File: src/rtl/cache_pkg.sv
// Shared cache/memory types: operation encoding, address/data widths and
// the state encoding used by the memory arbiter FSM.
package cache_pkg;

  localparam int ADDR_WIDTH = 16;
  localparam int DATA_WIDTH = 32;

  typedef logic [ADDR_WIDTH-1:0] UbitAddr;
  typedef logic [DATA_WIDTH-1:0] UbitData;

  typedef enum logic [1:0] {
    Op_INVALID = 2'd0,
    Op_READ    = 2'd1,
    Op_WRITE   = 2'd2
  } Op;

  typedef enum logic [1:0] {
    ArbState_IDLE     = 2'd0,
    ArbState_ISSUE    = 2'd1,
    ArbState_WAIT_RSP = 2'd2
  } ArbState;

endpackage

File: src/rtl/rr_select_2.sv
// Two-way round-robin picker (purely combinational).
//   req      : request vector, bit i set when requester i wants service
//   last_gnt : index of the requester granted most recently
//   gnt_vld  : at least one requester is asking
//   gnt_idx  : chosen requester; on a tie the one that did not win last time
module rr_select_2 (
  input  logic [1:0] req,
  input  logic       last_gnt,
  output logic       gnt_vld,
  output logic       gnt_idx
);

  always_comb begin
    gnt_vld = |req;
    gnt_idx = 1'b0;
    case (req)
      2'b10:   gnt_idx = 1'b1;
      2'b11:   gnt_idx = ~last_gnt;
      default: gnt_idx = 1'b0;
    endcase
  end

endmodule

File: src/rtl/mem_arbiter.sv
// Shares a single-ported memory between two requesters with round-robin
// arbitration and a single outstanding transaction. Read data is routed back
// to the requester that issued the read.
//   clk, rst                : clock, synchronous active-high reset
//   reqN_op/addr/data       : request from requester N (Op_INVALID = idle)
//   reqN_rdy                : request N accepted at this edge
//   rspN_vld/rspN_data      : read response for requester N
//   mem_rst                 : memory reset (follows rst)
//   mem_req_op/addr/data    : registered memory request, valid one cycle
//   mem_rsp_vld/mem_rsp_data: memory read response, one cycle after request
module mem_arbiter #(
  parameter int ADDR_WIDTH = cache_pkg::ADDR_WIDTH,
  parameter int DATA_WIDTH = cache_pkg::DATA_WIDTH
) (
  input  logic                  clk,
  input  logic                  rst,
  input  cache_pkg::Op          req0_op,
  input  logic [ADDR_WIDTH-1:0] req0_addr,
  input  logic [DATA_WIDTH-1:0] req0_data,
  output logic                  req0_rdy,
  output logic                  rsp0_vld,
  output logic [DATA_WIDTH-1:0] rsp0_data,
  input  cache_pkg::Op          req1_op,
  input  logic [ADDR_WIDTH-1:0] req1_addr,
  input  logic [DATA_WIDTH-1:0] req1_data,
  output logic                  req1_rdy,
  output logic                  rsp1_vld,
  output logic [DATA_WIDTH-1:0] rsp1_data,
  output logic                  mem_rst,
  output cache_pkg::Op          mem_req_op,
  output logic [ADDR_WIDTH-1:0] mem_req_addr,
  output logic [DATA_WIDTH-1:0] mem_req_data,
  input  logic                  mem_rsp_vld,
  input  logic [DATA_WIDTH-1:0] mem_rsp_data
);
  import cache_pkg::*;

  ArbState               state_q, state_d;
  logic                  last_gnt_q;
  logic                  owner_q;
  Op                     op_q;
  logic [ADDR_WIDTH-1:0] addr_q;
  logic [DATA_WIDTH-1:0] data_q;

  logic [1:0] req_vec;
  logic       gnt_vld, gnt_idx;
  logic       idle, accept;

  assign req_vec = {req1_op != Op_INVALID, req0_op != Op_INVALID};

  rr_select_2 u_sel (
    .req      (req_vec),
    .last_gnt (last_gnt_q),
    .gnt_vld  (gnt_vld),
    .gnt_idx  (gnt_idx)
  );

  // Grants are only offered in IDLE and never while reset is asserted.
  assign idle     = (state_q == ArbState_IDLE) && !rst;
  assign req0_rdy = idle && gnt_vld && !gnt_idx;
  assign req1_rdy = idle && gnt_vld &&  gnt_idx;
  assign accept   = req0_rdy || req1_rdy;

  always_comb begin
    state_d = state_q;
    case (state_q)
      ArbState_IDLE:     if (accept) state_d = ArbState_ISSUE;
      ArbState_ISSUE:    state_d = (op_q == Op_WRITE) ? ArbState_IDLE : ArbState_WAIT_RSP;
      ArbState_WAIT_RSP: if (mem_rsp_vld) state_d = ArbState_IDLE;
      default:           state_d = ArbState_IDLE;
    endcase
  end

  always_ff @(posedge clk) begin
    if (rst) state_q <= ArbState_IDLE;
    else     state_q <= state_d;
  end

  // last_gnt resets to 1 so requester 0 wins the first tie.
  always_ff @(posedge clk) begin
    if (rst) begin
      op_q       <= Op_INVALID;
      addr_q     <= '0;
      data_q     <= '0;
      owner_q    <= 1'b0;
      last_gnt_q <= 1'b1;
    end else if (accept) begin
      op_q       <= gnt_idx ? req1_op   : req0_op;
      addr_q     <= gnt_idx ? req1_addr : req0_addr;
      data_q     <= gnt_idx ? req1_data : req0_data;
      owner_q    <= gnt_idx;
      last_gnt_q <= gnt_idx;
    end else if (state_q == ArbState_ISSUE) begin
      // Request lasts exactly one cycle; addr/data are left as-is.
      op_q <= Op_INVALID;
    end
  end

  assign mem_rst      = rst;
  assign mem_req_op   = op_q;
  assign mem_req_addr = addr_q;
  assign mem_req_data = data_q;

  // Stray responses outside WAIT_RSP are dropped, as is a response that
  // coincides with reset.
  assign rsp0_vld  = mem_rsp_vld && (state_q == ArbState_WAIT_RSP) && !owner_q && !rst;
  assign rsp1_vld  = mem_rsp_vld && (state_q == ArbState_WAIT_RSP) &&  owner_q && !rst;
  assign rsp0_data = mem_rsp_data;
  assign rsp1_data = mem_rsp_data;

endmodule

File: config.mk
export PLATFORM = sky130hd
export DESIGN_NAME = mem_arbiter
export DESIGN_NICKNAME = d
export VERILOG_FILES = /design/src/rtl/cache_pkg.sv /design/src/rtl/rr_select_2.sv /design/src/rtl/mem_arbiter.sv
export SDC_FILE = /design/constraint.sdc
export NUM_CORES = 1
export LEC_CHECK = 0
export CAP_MARGIN = 20
export CORE_AREA = 2 2 100 102
export DETAILED_ROUTE_END_ITERATION = 12
export DIE_AREA = 0 0 102 104
export PLACE_DENSITY_LB_ADDON = 0.12
export SLEW_MARGIN = 10
export SYNTH_ARGS = -nofsm -noshare
export SYNTH_HDL_FRONTEND = slang
export SYNTH_HIERARCHICAL = 1
export SYNTH_SLANG_ARGS = --single-unit
File: constraint.sdc
create_clock -name clk -period 2.6 [get_ports clk]
set_input_delay 0.78 -clock clk [delete_from_list [all_inputs] [get_ports clk]]
set_output_delay 0.78 -clock clk [all_outputs]
set_load 0.05 [all_outputs]
==> summary.md, run 1 <==
| Metric | Value |
|---|---|
| Highest routed layer | `met4` |
| Slew Limit Fails | `0` |
| Synth Flop Type | `dfxtp_1` |
| Sequential power share | `0.377` |
| FFs w/ async S/R, synth | `0` |
| Later-pin clock latency in the skew report | `300 ps` |
| CTS HTree Levels | `2` |
| Hold_buf cts | `0` |
| Met3 WL | `870 microns` |
| # Max-Cap Violations | `0` |
| Met2 Wirelength | `3.89 mm` |
| Setup WS post-layout | `-142 ps` |
| Sw power | `1.03 mW` |
| Core box area | `9550 sq um` |
| Yosys reg bits | `54` |
| Post-Place Cell Area | `4420 sq um` |
| Full die area | `10600 sq um` |
| Element type at the critical path end | `output port` |
| Area contributors post-synth | `dfxtp_1 (35%), o2bb2ai_2 (24%), buf_4 (16%)` |
| DRT antenna net count | `0` |
| Clk buf depth | `2` |
| FP Rows | `36` |
| Synth-to-Final Area Change | `47.1%` |
| Yosys warns | `6` |
| Register area share after synthesis | `0.349` |
| Inserted Clock Buffers | `5` |
| Routed WL | `7.60 mm` |
| Post-Place Cells | `481` |
| Synthesized area | `3100 sq um` |
| Layout cell share with drive strength beyond 1 | `0.258` |
| Final Core Density | `0.477` |
| Startpoint Class | `primary input` |
| Most area-hungry cell type in the Yosys netlist | `dfxtp_1` |
| Period utilization | `1.05` |
| Final Hold Fails | `0` |
| Power share of the clock group | `0.178` |
| Failing checks | `negative setup slack` |
| Max stage delay on crit path | `260 ps` |
| Unique masters post-synth | `24` |
| Critical path, cell by cell | `buf_6 > or2_4 > or2_4 > or4b_4 > inv_4 > nand2_4 > clkinvlp_4 > buf_8` |
| TritonRoute pass-1 iters | `2` |
| Worst-margin pin slew | `648 ps` |
| RSZ-0062 raised after global routing | `true` |
| Total congestion overflow | `0` |
| Clock Skew | `7.70 ps` |
| CTS tree | `yes` |
| Data required time of the worst path | `1820 ps` |
| Switching share of total power | `0.382` |
| PD cells | `594 nW/um^2` |
| WS Path Type | `in2out` |
| Initial drt markers | `36` |
| Clk slew on worst S/H paths | `90 ps` |
| Syn Area/Cell | `11.8 sq um` |
| Area share of the largest cell type after synthesis | `0.349` |
| Combinational Power Share | `0.445` |
| Initial antenna violation count | `1` |
| Via count | `2203` |
| Crit path buf inv count | `4` |
| P_leak | `1.67 nW` |
| Wirelength per Cell | `15.5 microns` |
| Detailed-route DRC error count | `0` |
| Final Instance Count excl. Fillers | `491` |
| DRT met1 WL | `2.78 mm` |
| I/O pins | `254` |
| Die Y | `104 microns` |
| Relative slew slack | `0.568` |
| Mean number of vias per cell | `4.49` |
| Nets@finish | `491` |
| WP data arrival | `1960 ps` |
| Fin area | `4560 sq um` |
| Largest fanout on the critical path | `4` |
| Crit path max-delay family | `simple AND/OR/NAND/NOR gates` |
| Hold Crit Class | `reg2reg` |
| Root buf cell | `clkbuf_8` |
| Initial Util | `0.324` |
| F_max | `0.365 GHz` |
| Maximum vdd drop | `222 uV` |
| Synth Instances | `262` |
| Design Power | `2.71 mW` |
| Pin count of the biggest net entering global routing | `39` |
| Die X | `102 microns` |
| DPL Wire Length | `6.02 mm` |
| Post-synth EDFFs | `0` |
| Placer Congestion | `0.674` |
| Final setup viols | `3` |
| First-pass GRT wire length | `11.4 mm` |
| Port Buffers | `157` |
| GRT Util Overall | `0.135` |
| Tmin final | `2740 ps` |
| Most repeated library cell on the critical path | `or2_4` |
| Number of global-route vias before repair | `2228` |
| Total negative slack | `-287 ps` |
| TritonCTS Sinks | `54` |
| Internal Power | `1.67 mW` |
| Slowest cell on the critical path | `or2_4` |
| Syn_nets | `397` |
| Outcome | `finished with violations` |
## power by group through the flow
stage	clock [mW]	sequential (mW)	combinational [mW]
finish	0.481	1.02	1.20
floorplan	0	1.39	0.664
detailed placement	0	1.04	1.21
global placement	0	1.04	1.20
global route	0.535	1.03	1.27
CTS	0.513	1.02	1.22
## logic make-up after synthesis
logic type,synth area share
AOI/OAI and AO/OA,0.251
buffers and inverters,0.204
DFF,0.349
muxes,0.162
and+or+nand+nor,0.0347
## through the flow
| step | setup WS, ps | hold WS (ps) |
|---|---|---|
| floorplan | -112 | 448 |
| global placement | -639 | 457 |
| detailed placement | -632 | 458 |
| CTS | -172 | 479 |
| global route | -183 | 489 |
| finish | -142 | 474 |
## repair_timing
action / in CTS / in global routing
pin swaps: 4 / 3
setup endpoints to repair: 6 / 4
buffers inserted: 1 / 0
gates resized for setup: 23 / 5
## layout by cell type (no fill, tap or decap)
cell type / count
a21boi_4: 1
a21oi_1: 2
buf_12: 6
buf_4: 11
buf_6: 4
buf_8: 1
clkbuf_1: 1
clkbuf_8: 6
clkdlybuf4s50_1: 147
clkinv_2: 1
clkinvlp_4: 1
dfxtp_1: 54
diode_2: 1
dlygate4sd2_1: 1
inv_4: 1
mux2i_1: 50
nand2_1: 3
nand2_4: 1
nand2b_1: 1
nand3b_1: 1
nor2_1: 3
nor2_4: 2
nor3_1: 1
nor3b_1: 1
nor4_4: 1
nor4b_4: 1
o21ba_2: 1
o2bb2ai_2: 50
or2_4: 3
or4b_4: 1
## layer usage
metal  GRT usage  vias up
met2       0.253      122
met1       0.138     1014
met4      0.0295        0
met5           0        -
met3      0.0551        7
li1            -     1060
## state kept, by name, summed over array words and instances (netlist names)
register      cells
mem_req_data     32
mem_req_op        2
owner_q           1
mem_req_addr     16
state_q           2
last_gnt_q        1
## worst paths after layout
check | depth (start not counted) | start | to | slack (ps)
hold reg to reg | 1 | mem_req_addr[2] | mem_req_addr[2] | 470
setup / recovery | 8 | req0_op[0] | req1_rdy | -140
setup reg to reg | 4 | last_gnt_q | mem_req_op[0] | 900
hold / removal | 1 | mem_req_addr[2] | mem_req_addr[2] | 470
## cell usage after synthesis, types with 2 or more instances
master      n
nor2_1      5
nand2_1     4
a21oi_1     2
mux2i_1    50
o2bb2ai_2  50
or2_2       2
dfxtp_1    54
buf_6       7
buf_2       6
buf_4      67
buf_1       2
## final cells by class
cell class	instances	area (sq um)
antenna	1	2.50
clock buffer	7	86.3
clock inverter	1	5.00
fill	898	4990
inverter	2	13.8
multi-input combinational	123	1460
sequential	54	1080
tap	133	166
timing repair buffer	170	1740
No activity file was read; power rests on OpenSTA's default activity.
==> inputs of run 2 (changes only) <==
==> constraint.sdc (replaced) <==
create_clock -name clk -period 2.6 [get_ports clk]
set_input_delay 0.52 -clock clk [delete_from_list [all_inputs] [get_ports clk]]
set_output_delay 0.52 -clock clk [all_outputs]
set_load 0.05 [all_outputs]
==> run 2 against run 1 <==
Die area is the same; sequential power is essentially flat; register-to-register slack better by 30 ps; core utilization about the same; routed wire length is 0.89% higher; first-iteration DRC count shrank 42%; fmax is 16% higher; critical path depth did not move; non-clock buffer count rose by 1; the run now ends clean; clock skew is 0.86 ps higher; power grew 3.4%.
==> summary.md, run 2 (synthesis gave the netlist of run 1 again) <==
| Metric | Value |
|---|---|
| P_leak | `1.68 nW` |
| Worst r2r src | `state_q[0]` |
| TritonRoute pass-1 iters | `4` |
| Full die area | `10600 sq um` |
| Slew Limit Fails | `0` |
| Design Power | `2.80 mW` |
| GRT met3 Usage | `0.0504` |
| Pin count of the biggest net entering global routing | `30` |
| Detailed-route DRC error count | `0` |
| Nets@finish | `492` |
| CTS HTree Levels | `2` |
| Maximum vdd drop | `248 uV` |
| Largest fanout on the critical path | `4` |
| Worst Hold End | `mem_req_addr[5]` |
| Core box area | `9550 sq um` |
| Final setup viols | `0` |
| Most frequent cells in the layout | `clkdlybuf4s50_1 (148), dfxtp_1 (54), mux2i_1 (50), o2bb2ai_2 (50), buf_4 (11)` |
| # Max-Cap Violations | `0` |
| Worst-case reg-to-reg path depth | `4` |
| Die X | `102 microns` |
| I/O pins | `254` |
| Hold_buf cts | `0` |
| FP Rows | `36` |
| Met2 GRT Util | `0.261` |
| Wirelength per Cell | `15.6 microns` |
| F_max | `0.422 GHz` |
| First-pass GRT wire length | `11.4 mm` |
| TritonCTS Sinks | `54` |
| Data required time of the worst path | `2080 ps` |
| Ant diodes | `0` |
| WS Path Type | `in2out` |
| Mean number of vias per cell | `4.56` |
| Max reg flops | `32` |
| Relative slew slack | `0.633` |
| RSZ-0062 raised after global routing | `false` |
| Tmin final | `2370 ps` |
| Routing usage on met1 | `0.140` |
| Clock Skew | `8.56 ps` |
| Die Y | `104 microns` |
| Worst-margin pin slew | `548 ps` |
| Commonest non-fill, non-tap cell in the layout | `clkdlybuf4s50_1` |
| GRT Max-Usage Layer | `met2` |
| Initial Util | `0.324` |
| Startpoint Class | `primary input` |
| Initial drt markers | `21` |
| Port Buffers | `157` |
| WP data arrival | `1850 ps` |
| Later-pin clock latency in the skew report | `310 ps` |
| Placer Congestion | `0.700` |
| PD cells | `614 nW/um^2` |
| Outcome | `finished clean` |
| Routed WL | `7.67 mm` |
| CTS tree | `yes` |
| Total congestion overflow | `0` |
| Worst hold path startpoint | `mem_req_addr[5]` |
| Hold Crit Depth | `1` |
| Element type at the critical path end | `output port` |
| Clk buf depth | `2` |
| DPL Wire Length | `6.04 mm` |
| Via count | `2237` |
| Clk slew on worst S/H paths | `100 ps` |
| Final Hold Fails | `0` |
| Hold Crit Class | `reg2reg` |
| GRT Util Overall | `0.137` |
| Period utilization | `0.912` |
| Inserted Clock Buffers | `5` |
| Fin area | `4550 sq um` |
| DRT antenna net count | `0` |
| RR Endpoint | `mem_req_addr[8]` |
| Layout cell share with drive strength beyond 1 | `0.251` |
| Post-Place Cell Area | `4410 sq um` |
| Synth-to-Final Area Change | `46.9%` |
| Initial antenna violation count | `0` |
| FF-to-FF setup slack | `930 ps` |
| Number of global-route vias before repair | `2257` |
| Root buf cell | `clkbuf_8` |
==> run 2: metal layers <==
layer  part of all wire  wire length [microns]
met1               0.36                   2780
met2               0.53                   4060
met3               0.10                    784
met4             0.0067                     51
met5                  0                      0
==> run 2: area by class of cell <==
cell class | instances | area (sq um)
sequential | 54 | 1080
fill | 905 | 5000
inverter | 2 | 7.51
clock buffer | 5 | 68.8
clock inverter | 3 | 43.8
timing repair buffer | 171 | 1750
tap | 133 | 166
multi-input combinational | 123 | 1430
==> run 2: timing repair <==
| item | 4_1_cts | 5_1_grt |
|---|---|---|
| endpoints found under the setup margin | 2 | 0 |
| gates resized for setup | 12 | 0 |
| setup buffers | 2 | 0 |
==> run 2: how the worst max path moves through the flow <==
stage / start / endpoint
final: req0_op[0] / req1_rdy
after global routing: req0_op[0] / req1_rdy
after CTS: req0_op[0] / req1_rdy
after detailed placement: req1_op[1] / req0_rdy
after global placement: req1_op[0] / req0_rdy
after floorplan: req0_op[0] / req0_rdy
==> run 2: metrics by stage <==
| stage | hold WS (ps) | setup TNS (ps) | worst slack (ps) | instances | utilization |
|---|---|---|---|---|---|
| global route | 486 | 0 | 176 | 491 | 0.477 |
| finish | 476 | 0 | 230 | 491 | 0.477 |
| floorplan | 448 | 0 | 80.3 | 262 | - |
| CTS | 480 | 0 | 231 | 491 | 0.477 |
| global placement | 456 | -202 | -107 | 481 | 0.462 |
| detailed placement | 458 | -241 | -126 | 481 | 0.462 |
==> run 2: where the power goes <==
| group | leakage (nW) | internal (mW) | switching [mW] |
|---|---|---|---|
| Sequential | 0.447 | 0.939 | 0.0832 |
| Clock | 0.0585 | 0.289 | 0.284 |
| Combinational | 1.17 | 0.520 | 0.681 |
| Total | 1.68 | 1.75 | 1.05 |
==> run 2: worst max-delay path: stages <==
cell and delay (ps):
dlygate4sd2_1 230, or2_4 130, or2_4 120, or4b_4 500, inv_2 80, nand2_2 70
inv_2 70, buf_8 140
==> inputs of run 3 (changes only) <==
Settings changed: HOLD_SLACK_MARGIN from default to 0.05.
==> results of run 3 <==
The final DEF is identical to that of run 2; final timing and power are the same.
